## src/rtl/riscv_defines.sv

```systemverilog
// rtl/riscv_defines.sv - shared types for the branch resolver
package riscv_defines;

  // One in-flight prediction as recorded by fetch.
  typedef struct packed {
    logic [31:0] pc;
    logic        pred_taken;
    logic [31:0] pred_target;
  } bp_entry_t;

  typedef enum logic {
    ST_RUN     = 1'b0,
    ST_RECOVER = 1'b1
  } br_state_e;

endpackage

```

## src/rtl/branch_pred_fifo.sv

```systemverilog
// rtl/branch_pred_fifo.sv - in-flight prediction storage, async read of the head entry
module branch_pred_fifo
  import riscv_defines::*;
#(
  parameter int DEPTH = 4
) (
  input  logic      clk,
  input  logic      rst_n,
  input  logic      wr_en,
  input  bp_entry_t wr_data,
  input  logic      rd_en,
  input  logic      clear,
  output bp_entry_t head,
  output logic      empty,
  output logic      full
);

  localparam int AW = (DEPTH > 1) ? $clog2(DEPTH) : 1;
  localparam logic [AW:0] PTR_ONE = {{AW{1'b0}}, 1'b1};

  bp_entry_t   mem_q [DEPTH];
  logic [AW:0] wr_ptr_q, wr_ptr_d;
  logic [AW:0] rd_ptr_q, rd_ptr_d;

  // Extra MSB on each pointer separates full from empty when the index bits match.
  assign empty = (wr_ptr_q == rd_ptr_q);
  assign full  = (wr_ptr_q[AW] != rd_ptr_q[AW]) &&
                 (wr_ptr_q[AW-1:0] == rd_ptr_q[AW-1:0]);
  assign head  = mem_q[rd_ptr_q[AW-1:0]];

  always_comb begin
    wr_ptr_d = wr_ptr_q;
    rd_ptr_d = rd_ptr_q;
    if (clear) begin
      wr_ptr_d = '0;
      rd_ptr_d = '0;
    end else begin
      if (wr_en && !full)  wr_ptr_d = wr_ptr_q + PTR_ONE;
      if (rd_en && !empty) rd_ptr_d = rd_ptr_q + PTR_ONE;
    end
  end

  always_ff @(posedge clk or negedge rst_n) begin
    if (!rst_n) begin
      wr_ptr_q <= '0;
      rd_ptr_q <= '0;
    end else begin
      wr_ptr_q <= wr_ptr_d;
      rd_ptr_q <= rd_ptr_d;
    end
  end

  always_ff @(posedge clk) begin
    if (wr_en && !full && !clear) mem_q[wr_ptr_q[AW-1:0]] <= wr_data;
  end

endmodule

```

## src/rtl/branch_resolver.sv

```systemverilog
// rtl/branch_resolver.sv - matches resolved control flow against fetch predictions and redirects on mispredict
module branch_resolver
  import riscv_defines::*;
#(
  parameter int DEPTH     = 4,
  parameter int CNT_WIDTH = 32
) (
  input  logic                 clk,
  input  logic                 rst_n,
  input  logic                 push_valid,
  input  logic [31:0]          push_pc,
  input  logic                 push_pred_taken,
  input  logic [31:0]          push_pred_target,
  output logic                 full,
  input  logic                 resolve_valid,
  input  logic                 resolve_is_branch,
  input  logic                 resolve_taken,
  input  logic [31:0]          resolve_target,
  output logic                 mispredict,
  output logic [31:0]          redirect_pc,
  output logic                 upd_valid,
  output logic [31:0]          upd_pc,
  output logic                 upd_taken,
  output logic [CNT_WIDTH-1:0] branch_cnt,
  output logic [CNT_WIDTH-1:0] mispredict_cnt,
  output logic                 underflow
);

  localparam logic [CNT_WIDTH-1:0] CNT_ONE = {{(CNT_WIDTH-1){1'b0}}, 1'b1};

  br_state_e            state_q, state_d;
  logic                 mispredict_q, mispredict_d;
  logic [31:0]          redirect_pc_q, redirect_pc_d;
  logic                 upd_valid_q, upd_valid_d;
  logic [31:0]          upd_pc_q, upd_pc_d;
  logic                 upd_taken_q, upd_taken_d;
  logic [CNT_WIDTH-1:0] branch_cnt_q, branch_cnt_d;
  logic [CNT_WIDTH-1:0] mispredict_cnt_q, mispredict_cnt_d;
  logic                 underflow_q, underflow_d;

  bp_entry_t push_entry;
  bp_entry_t head;
  logic      fifo_empty, fifo_full;
  logic      in_run, do_pop, do_push, mis_now;

  assign push_entry = '{pc: push_pc, pred_taken: push_pred_taken, pred_target: push_pred_target};

  branch_pred_fifo #(.DEPTH(DEPTH)) u_fifo (
    .clk     (clk),
    .rst_n   (rst_n),
    .wr_en   (do_push),
    .wr_data (push_entry),
    .rd_en   (do_pop),
    .clear   (mis_now),
    .head    (head),
    .empty   (fifo_empty),
    .full    (fifo_full)
  );

  always_comb begin
    in_run  = (state_q == ST_RUN);
    do_pop  = resolve_valid && !fifo_empty && in_run;
    mis_now = do_pop && ((head.pred_taken != resolve_taken) ||
              (resolve_taken && head.pred_target != resolve_target));
    // A mispredict flushes everything younger, including this cycle's fetch.
    do_push = push_valid && !fifo_full && in_run && !mis_now;
  end

  always_comb begin
    state_d          = state_q;
    mispredict_d     = mis_now;
    redirect_pc_d    = redirect_pc_q;
    upd_valid_d      = do_pop && resolve_is_branch;
    upd_pc_d         = upd_pc_q;
    upd_taken_d      = upd_taken_q;
    branch_cnt_d     = branch_cnt_q;
    mispredict_cnt_d = mispredict_cnt_q;
    underflow_d      = underflow_q || (resolve_valid && fifo_empty && in_run);

    case (state_q)
      ST_RUN:     if (mis_now) state_d = ST_RECOVER;
      ST_RECOVER: state_d = ST_RUN;
      default:    state_d = ST_RUN;
    endcase

    if (mis_now) begin
      redirect_pc_d    = resolve_taken ? resolve_target : head.pc + 32'd4;
      mispredict_cnt_d = mispredict_cnt_q + CNT_ONE;
    end
    if (do_pop && resolve_is_branch) begin
      upd_pc_d     = head.pc;
      upd_taken_d  = resolve_taken;
      branch_cnt_d = branch_cnt_q + CNT_ONE;
    end
  end

  always_ff @(posedge clk or negedge rst_n) begin
    if (!rst_n) begin
      state_q          <= ST_RUN;
      mispredict_q     <= 1'b0;
      redirect_pc_q    <= '0;
      upd_valid_q      <= 1'b0;
      upd_pc_q         <= '0;
      upd_taken_q      <= 1'b0;
      branch_cnt_q     <= '0;
      mispredict_cnt_q <= '0;
      underflow_q      <= 1'b0;
    end else begin
      state_q          <= state_d;
      mispredict_q     <= mispredict_d;
      redirect_pc_q    <= redirect_pc_d;
      upd_valid_q      <= upd_valid_d;
      upd_pc_q         <= upd_pc_d;
      upd_taken_q      <= upd_taken_d;
      branch_cnt_q     <= branch_cnt_d;
      mispredict_cnt_q <= mispredict_cnt_d;
      underflow_q      <= underflow_d;
    end
  end

  assign full           = fifo_full;
  assign mispredict     = mispredict_q;
  assign redirect_pc    = redirect_pc_q;
  assign upd_valid      = upd_valid_q;
  assign upd_pc         = upd_pc_q;
  assign upd_taken      = upd_taken_q;
  assign branch_cnt     = branch_cnt_q;
  assign mispredict_cnt = mispredict_cnt_q;
  assign underflow      = underflow_q;

endmodule

```

## config.mk

```make
export PLATFORM = sky130hd
export DESIGN_NAME = branch_resolver
export DESIGN_NICKNAME = d
export VERILOG_FILES = /design/src/rtl/riscv_defines.sv /design/src/rtl/branch_pred_fifo.sv /design/src/rtl/branch_resolver.sv
export SDC_FILE = /design/constraint.sdc
export NUM_CORES = 1
export LEC_CHECK = 0
export CAP_MARGIN = 15
export CORE_MARGIN = 5
export CORE_UTILIZATION = 23
export CTS_CLUSTER_DIAMETER = 200
export DETAILED_ROUTE_END_ITERATION = 16
export SYNTH_ARGS = -nofsm -noshare
export SYNTH_HDL_FRONTEND = slang
export SYNTH_SLANG_ARGS = --single-unit
export TNS_END_PERCENT = 30
```

## constraint.sdc

```tcl
create_clock -name clk -period 8.03 [get_ports clk]
set_clock_uncertainty 0.05 [all_clocks]
set_input_delay 0.803 -clock clk [delete_from_list [all_inputs] [get_ports clk]]
set_output_delay 0.803 -clock clk [all_outputs]
set_load 0.1 [all_outputs]
```

### Word level (Yosys, flattened, before mapping)

Memory sizes are Yosys's and may differ from the RTL's.
Index checks and enable logic that the tools add are counted.

* div/mod/pow operators: 0
* eq/ne operators: 5
* order comparisons: 0
* add/sub/neg operators: 5
* shift-type cells: 0
* reduce and logical (&&, ||, !) cells: 21
* muxes and demuxes: 9
* bitwise gates (word level): 1
* multipliers: 0

Operators by type and width (number)
* adder 32 x 1 -> 32 bit (second input constant): 2
* adder 32 x 3 -> 32 bit (second input constant): 1
* 2-to-1 mux 32 bit: 1
* inequality test 32 bit: 1
* logical AND 1 bit: 14
* 2-to-1 mux 3 bit: 4
* adder 3 x 1 -> 3 bit (second input constant): 2
* nonzero test 2 bit: 2
* == test 3 bit: 1
* logical NOT 1 bit: 3
* 2-to-1 mux 1 bit: 3
* == test 2 bit: 1
* logical OR 1 bit: 2
* inequality test 1 bit: 2
* case mux 1 bit (2 select lines): 1
* inverter 1 bit: 1

* ROM bits: 0
* input bits: 103
* register bits after elaboration: 139
* output and inout port bits: 133
* bits in latches: 0
* memories kept: 1
* RAM bits: 260

Memory list
* u_fifo.mem_q: depth 4, width 65, rd ports 1, clocked after memory_dff 0, wr ports 1, line branch_pred_fifo.sv:21 `bp_entry_t mem_q [DEPTH];`

### Depth between registers and ports, before layout

* word-level depth: 11
* depth in mapped cells: 14
* mapped depth without buffers: 9

### Hierarchy

Synthesis repeated with hierarchy kept, for this count alone.

* cells, all modules: 1016
* area total of the unflattened synthesis: 16568.4 um^2

Modules (own cells, without submodules)
* branch_pred_fifo: sequential area each 7957.6 um^2, cells an instance 404, area each 9915.8 um^2, times used 1
* branch_resolver: sequential area each 3328.2 um^2, cells an instance 612, area each 6652.6 um^2, times used 1

### Worst setup path after synthesis

Ideal clock, no wire load.

* path type: register to register
* start point: reg u_fifo.rd_ptr_q[0]
* end point: mem u_fifo.mem_q[3][0] (netlist bit) (enable)
* stages on the path, launching flop included: 14
* arrival: 5.284 ns
* period minus slack after synthesis: 5.822 ns
* slack: 2.208 ns
* data required time: 7.491 ns
* cell sequence: dfrtp_1 -> buf_6 -> buf_2 -> mux4_2 -> xor2_1 -> nor4_1 -> and4_1 -> buf_2 -> or2_1 -> buf_4 -> inv_2 -> buf_6 -> buf_6 -> nor2_1

* longest elaborated chain between the ends: 11
* elaborated cells on any way between the ends: 21
* those cells by class: eq/ne: 4; mux: 2; reduce/logical: 14; memory: 1

RTL lines
* start: declaration: line branch_pred_fifo.sv:23 `logic [AW:0] rd_ptr_q, rd_ptr_d;`
* start signal: assignment: line branch_pred_fifo.sv:49 `rd_ptr_q <= rd_ptr_d;`
* memory read (4 x 65 bit) or == test 3 bit (tied branches)
* inequality test 32 bit or logical NOT 1 bit (tied branches): line branch_resolver.sv:64, branch_resolver.sv:62
* logical AND 1 bit, on equally long branches: line branch_resolver.sv:64, branch_resolver.sv:62
* logical OR 1 bit or logical AND 1 bit (tied branches): line branch_resolver.sv:63, branch_resolver.sv:62
* logical AND 1 bit *: line branch_resolver.sv:63 `mis_now = do_pop && ((head.pred_taken != resolve_taken) ||`
* named net mis_now: line branch_resolver.sv:44 `logic in_run, do_pop, do_push, mis_now;`
* logical NOT 1 bit *: line branch_pred_fifo.sv:54, branch_resolver.sv:66
* logical AND 1 bit: line branch_resolver.sv:66 `do_push = push_valid && !fifo_full && in_run && !mis_now;`
* logical AND 1 bit: line branch_pred_fifo.sv:54 `if (wr_en && !full && !clear) mem_q[wr_ptr_q[AW-1:0]] <= wr_data;`
* logical AND 1 bit *: line branch_pred_fifo.sv:54
* 2-to-1 mux 1 bit *: line branch_pred_fifo.sv:54
* 2-to-1 mux 1 bit (not written as such) *: line branch_pred_fifo.sv:54
* end: declaration: line branch_pred_fifo.sv:21

Mark *: on every way through the listed nets, which the timed path passes. The rest lies on a longest branch.

### Final worst setup path

* start point: reg u_fifo.rd_ptr_q[0]
* end point: mem u_fifo.mem_q[3][62] (netlist bit) (enable)

* longest elaborated chain between the ends: 11
* elaborated cells on any way between the ends: 21
* those cells by class: eq/ne: 4; mux: 2; reduce/logical: 14; memory: 1

RTL lines (line)
* memory read (4 x 65 bit) or == test 3 bit (tied branches)
* inequality test 32 bit or logical NOT 1 bit (tied branches): branch_resolver.sv:64, branch_resolver.sv:62
* logical AND 1 bit, on equally long branches: branch_resolver.sv:64, branch_resolver.sv:62
* logical OR 1 bit or logical AND 1 bit (tied branches): branch_resolver.sv:63, branch_resolver.sv:62
* logical AND 1 bit: branch_resolver.sv:63
* logical NOT 1 bit: branch_pred_fifo.sv:54, branch_resolver.sv:66
* logical AND 1 bit: branch_resolver.sv:66
* logical AND 1 bit: branch_pred_fifo.sv:54
* logical AND 1 bit *: branch_pred_fifo.sv:54
* 2-to-1 mux 1 bit *: branch_pred_fifo.sv:54
* 2-to-1 mux 1 bit (not written as such) *: branch_pred_fifo.sv:54

Mark *: on every way between the ends. The rest lies on a longest branch, timed or not.

==> metrics.txt <==
run status=complete, no violations; Placed Area=about 20000 sq um; worst relative slew slack=24.2%; Synth-to-Final Area Change=30.1%; max_cap viols=0; distinct cell type count after synthesis=50; leak pwr=7.79 nW; Synth area leader=edfxtp_1; Clock Path Buffers=3; RSZ-0062 raised after global routing=no; DRC marker count from the first detailed-route iteration=601; Rows=98; initial antenna violation count=7; WS Path Type=flop to flop; worst skew pair latency=610 ps; EDFF count, synth=between 200 and 300; Most used DFF post-synth=edfxtp_1; Crit path top cell by count=buf_4; Synthesized Nets=1212; dpl cells=2252; Post-Route Setup TNS=0 ps; DR WL/cell=20.7 microns; Worst EP arrival=5410 ps; crit-path max cell delay=910 ps; CP bufs+invs=4; Cell Area, Synth=16700 sq um; largest cells by area after synthesis=edfxtp_1 47%, dfrtp_1 21%, mux4_2 7.5%; required time worst endpoint=8160 ps; synthesized area per cell=15.2 sq um; final WL=48300 microns; post-CTS resize count=0; sequential area share after synthesis=approximately two thirds; mux cell area share after synthesis=a little under an eighth; total grt overflow=0; Die H=280 microns; dpl hpwl=34600 microns; startpoint types=flop; Crit path max-delay family=buffers and inverters; Crit Path Max Fanout=65; final estimated routing congestion in global placement=between 0.8 and 0.9; final net count=roughly 1500; H-tree levels=2; #FFs+latches synth=399; all-layer global routing usage=12.1%; worst slew pin tran=1130 ps; maximum VDD drop=0.469 mV; Reg2Reg Launch Point=u_fifo.rd_ptr_q[0]; PortBufs=about 240; critical-path cell list=buf_4, mux4_2, o2111ai_1, a2111oi_0, and4_1, buf_4, or2_1, inv_2, nor2_4, buf_4; root buf cell=clkbuf_16; Final Cycle Share=about two thirds; clock tree sinks=around 400; Hold Vio Cnt, Final=0; XOR/XNOR share of the synthesized area=6.40%; post-route design area=21700 sq um; Synth Warn #=0; DRT antenna net count=0; f_max=189 MHz; Simple-Gate Fraction of Synth Area=under 10%; worst hold path type=input port to asynchronous set/reset pin; share of the synthesized area in the top cell type=46.7%; CP endpoint kind=flop; share of cells above drive strength 1=14.1%; Final min period=5280 ps; DRT Pass-1 Iters=5; setup bufs post-CTS=0; core area=a little over 70000 sq um; die width=280 microns; Die ar.=around 78000 sq um; fin worst setup slack=around 2700 ps; I/O pin total=236; number of global-route vias before repair=10300; Non-Filler Instances=roughly 2300; Worst-path clk slew=60 ps; dpl ws=2580 ps; Critical Path Source=u_fifo.rd_ptr_q[0]; hold buffers post-CTS=0; DRC Markers=0; largest family of logic cells by synthesized area=multiplexers; DR vias=10100; Initial Util=23.3%; largest net degree at the start of global routing=74; final setup vio count=0; Compound-Gate Fraction of Synth Area=1.82%; Pwr per Cell Area=409 nW/um^2; Cells after Synth=1101; first-pass GRT wire length=70500 microns; TritonCTS clock tree=done; Post-Synth Adder-Cell Area=0.599%; CP max stage cell=dfrtp_4; max-slew violation count=0; WHS=186 ps; Num CTS Buffers=44; fraction of registers with async set or reset after synthesis=about a third; vias per cell=4.30
cells in the mapped netlist (5+ instances only):
master	instances
buf_6	9
nor4_1	21
and4_1	8
clkbuf_1	18
edfxtp_1	260
nand3_1	40
mux2i_1	25
inv_1	13
mux2_2	37
buf_4	5
xor2_1	52
nor2_1	22
ha_1	8
buf_2	10
and2_1	5
xnor2_1	70
nor3_1	10
nand2_1	165
o21ai_0	33
nand4_1	26
mux4_2	56
and3_1	17
dfrtp_1	139
sequential cells by signal, summed over array words and instances, names as in the netlist:
signal	cells
u_fifo.mem_q	260
branch_cnt	32
mispredict_cnt	32
redirect_pc	32
upd_pc	32
u_fifo.rd_ptr_q	3
u_fifo.wr_ptr_q	3
mispredict	1
state_q	1
underflow	1
upd_taken	1
upd_valid	1
layout make-up:
class,instances,area (sq um)
diodes,5,12.5
inverters,15,56.3
flip-flops and latches,399,11300
fillers,7105,50000
well taps,950,1190
repair buffers,247,2440
clock buffers,60,1250
clock inverters,21,380
multi-input cells,641,5110
metrics by stage:
stage,total power [mW],utilization (%)
6_report,8.90,30.3
5_1_grt,9.31,30.3
4_1_cts,9.04,30.3
3_5_place_dp,6.76,28.0
3_3_place_gp,6.73,28.0
2_1_floorplan,5.72,-
power breakdown:
part	leakage, nW	switching [mW]	internal, mW
Sequential	4.12	0.314	2.66
Clock	0.787	0.859	1.37
Combinational	2.89	2.59	1.10
Total	7.79	3.76	5.13
layout by cell type, fill, tap and decap left out, types with 3 or more instances in the layout:
cell type	instances
nor2_1	21
nand2b_1	4
and3_1	14
nor3b_1	4
nand4_1	26
clkbuf_16	45
mux2_2	37
xor2_1	52
ha_1	8
clkinv_2	4
edfxtp_1	260
o22ai_1	4
mux2_4	3
nor3_1	10
and2_1	5
dfrtp_1	137
diode_2	5
o21ai_1	3
bufinv_16	8
and3_2	3
nand3_1	40
clkbuf_8	7
and4_1	8
nand2_1	165
buf_4	12
mux2i_1	25
o21ai_0	33
nor4_1	21
nor4b_1	4
mux4_2	56
xnor2_1	70
inv_1	13
clkbuf_1	8
clkinv_1	3
clkdlybuf4s50_1	233
layer usage:
layer	vias up	track usage [%]	share of wire, %
met4	4	3.43	2.5
met5	-	0	0.056
li1	4591	-	-
met3	63	3.52	7.3
met2	341	18.6	45
met1	5062	16.6	45
worst paths after layout:
| path | endpoint | slack, ps | cells after the start |
|---|---|---|---|
| worst max-delay path | u_fifo.mem_q[3][62] | 2750 | 10 |
| worst min-delay path | mispredict_cnt[30] | 190 | 1 |
| worst max register to register | u_fifo.mem_q[3][62] | 2750 | 10 |
| worst min register to register | mispredict_cnt[31] | 420 | 1 |
| max in group asynchronous | u_fifo.rd_ptr_q[1] | 6210 | 2 |
| min in group clk | mispredict_cnt[31] | 420 | 1 |
logic make-up (layout without fill, tap and decap cells):
logic type / Yosys count / count (layout)
other: 0 / 5
xor gates and xnor gates: 122 / 122
muxes: 122 / 122
and+or+nand+nor: 336 / 336
adders and majority gates: 8 / 8
DFF: 399 / 399
buffers and inverters: 61 / 343
AOI/OAI and AO/OA: 53 / 53
(Power assumes the default switching activity.)
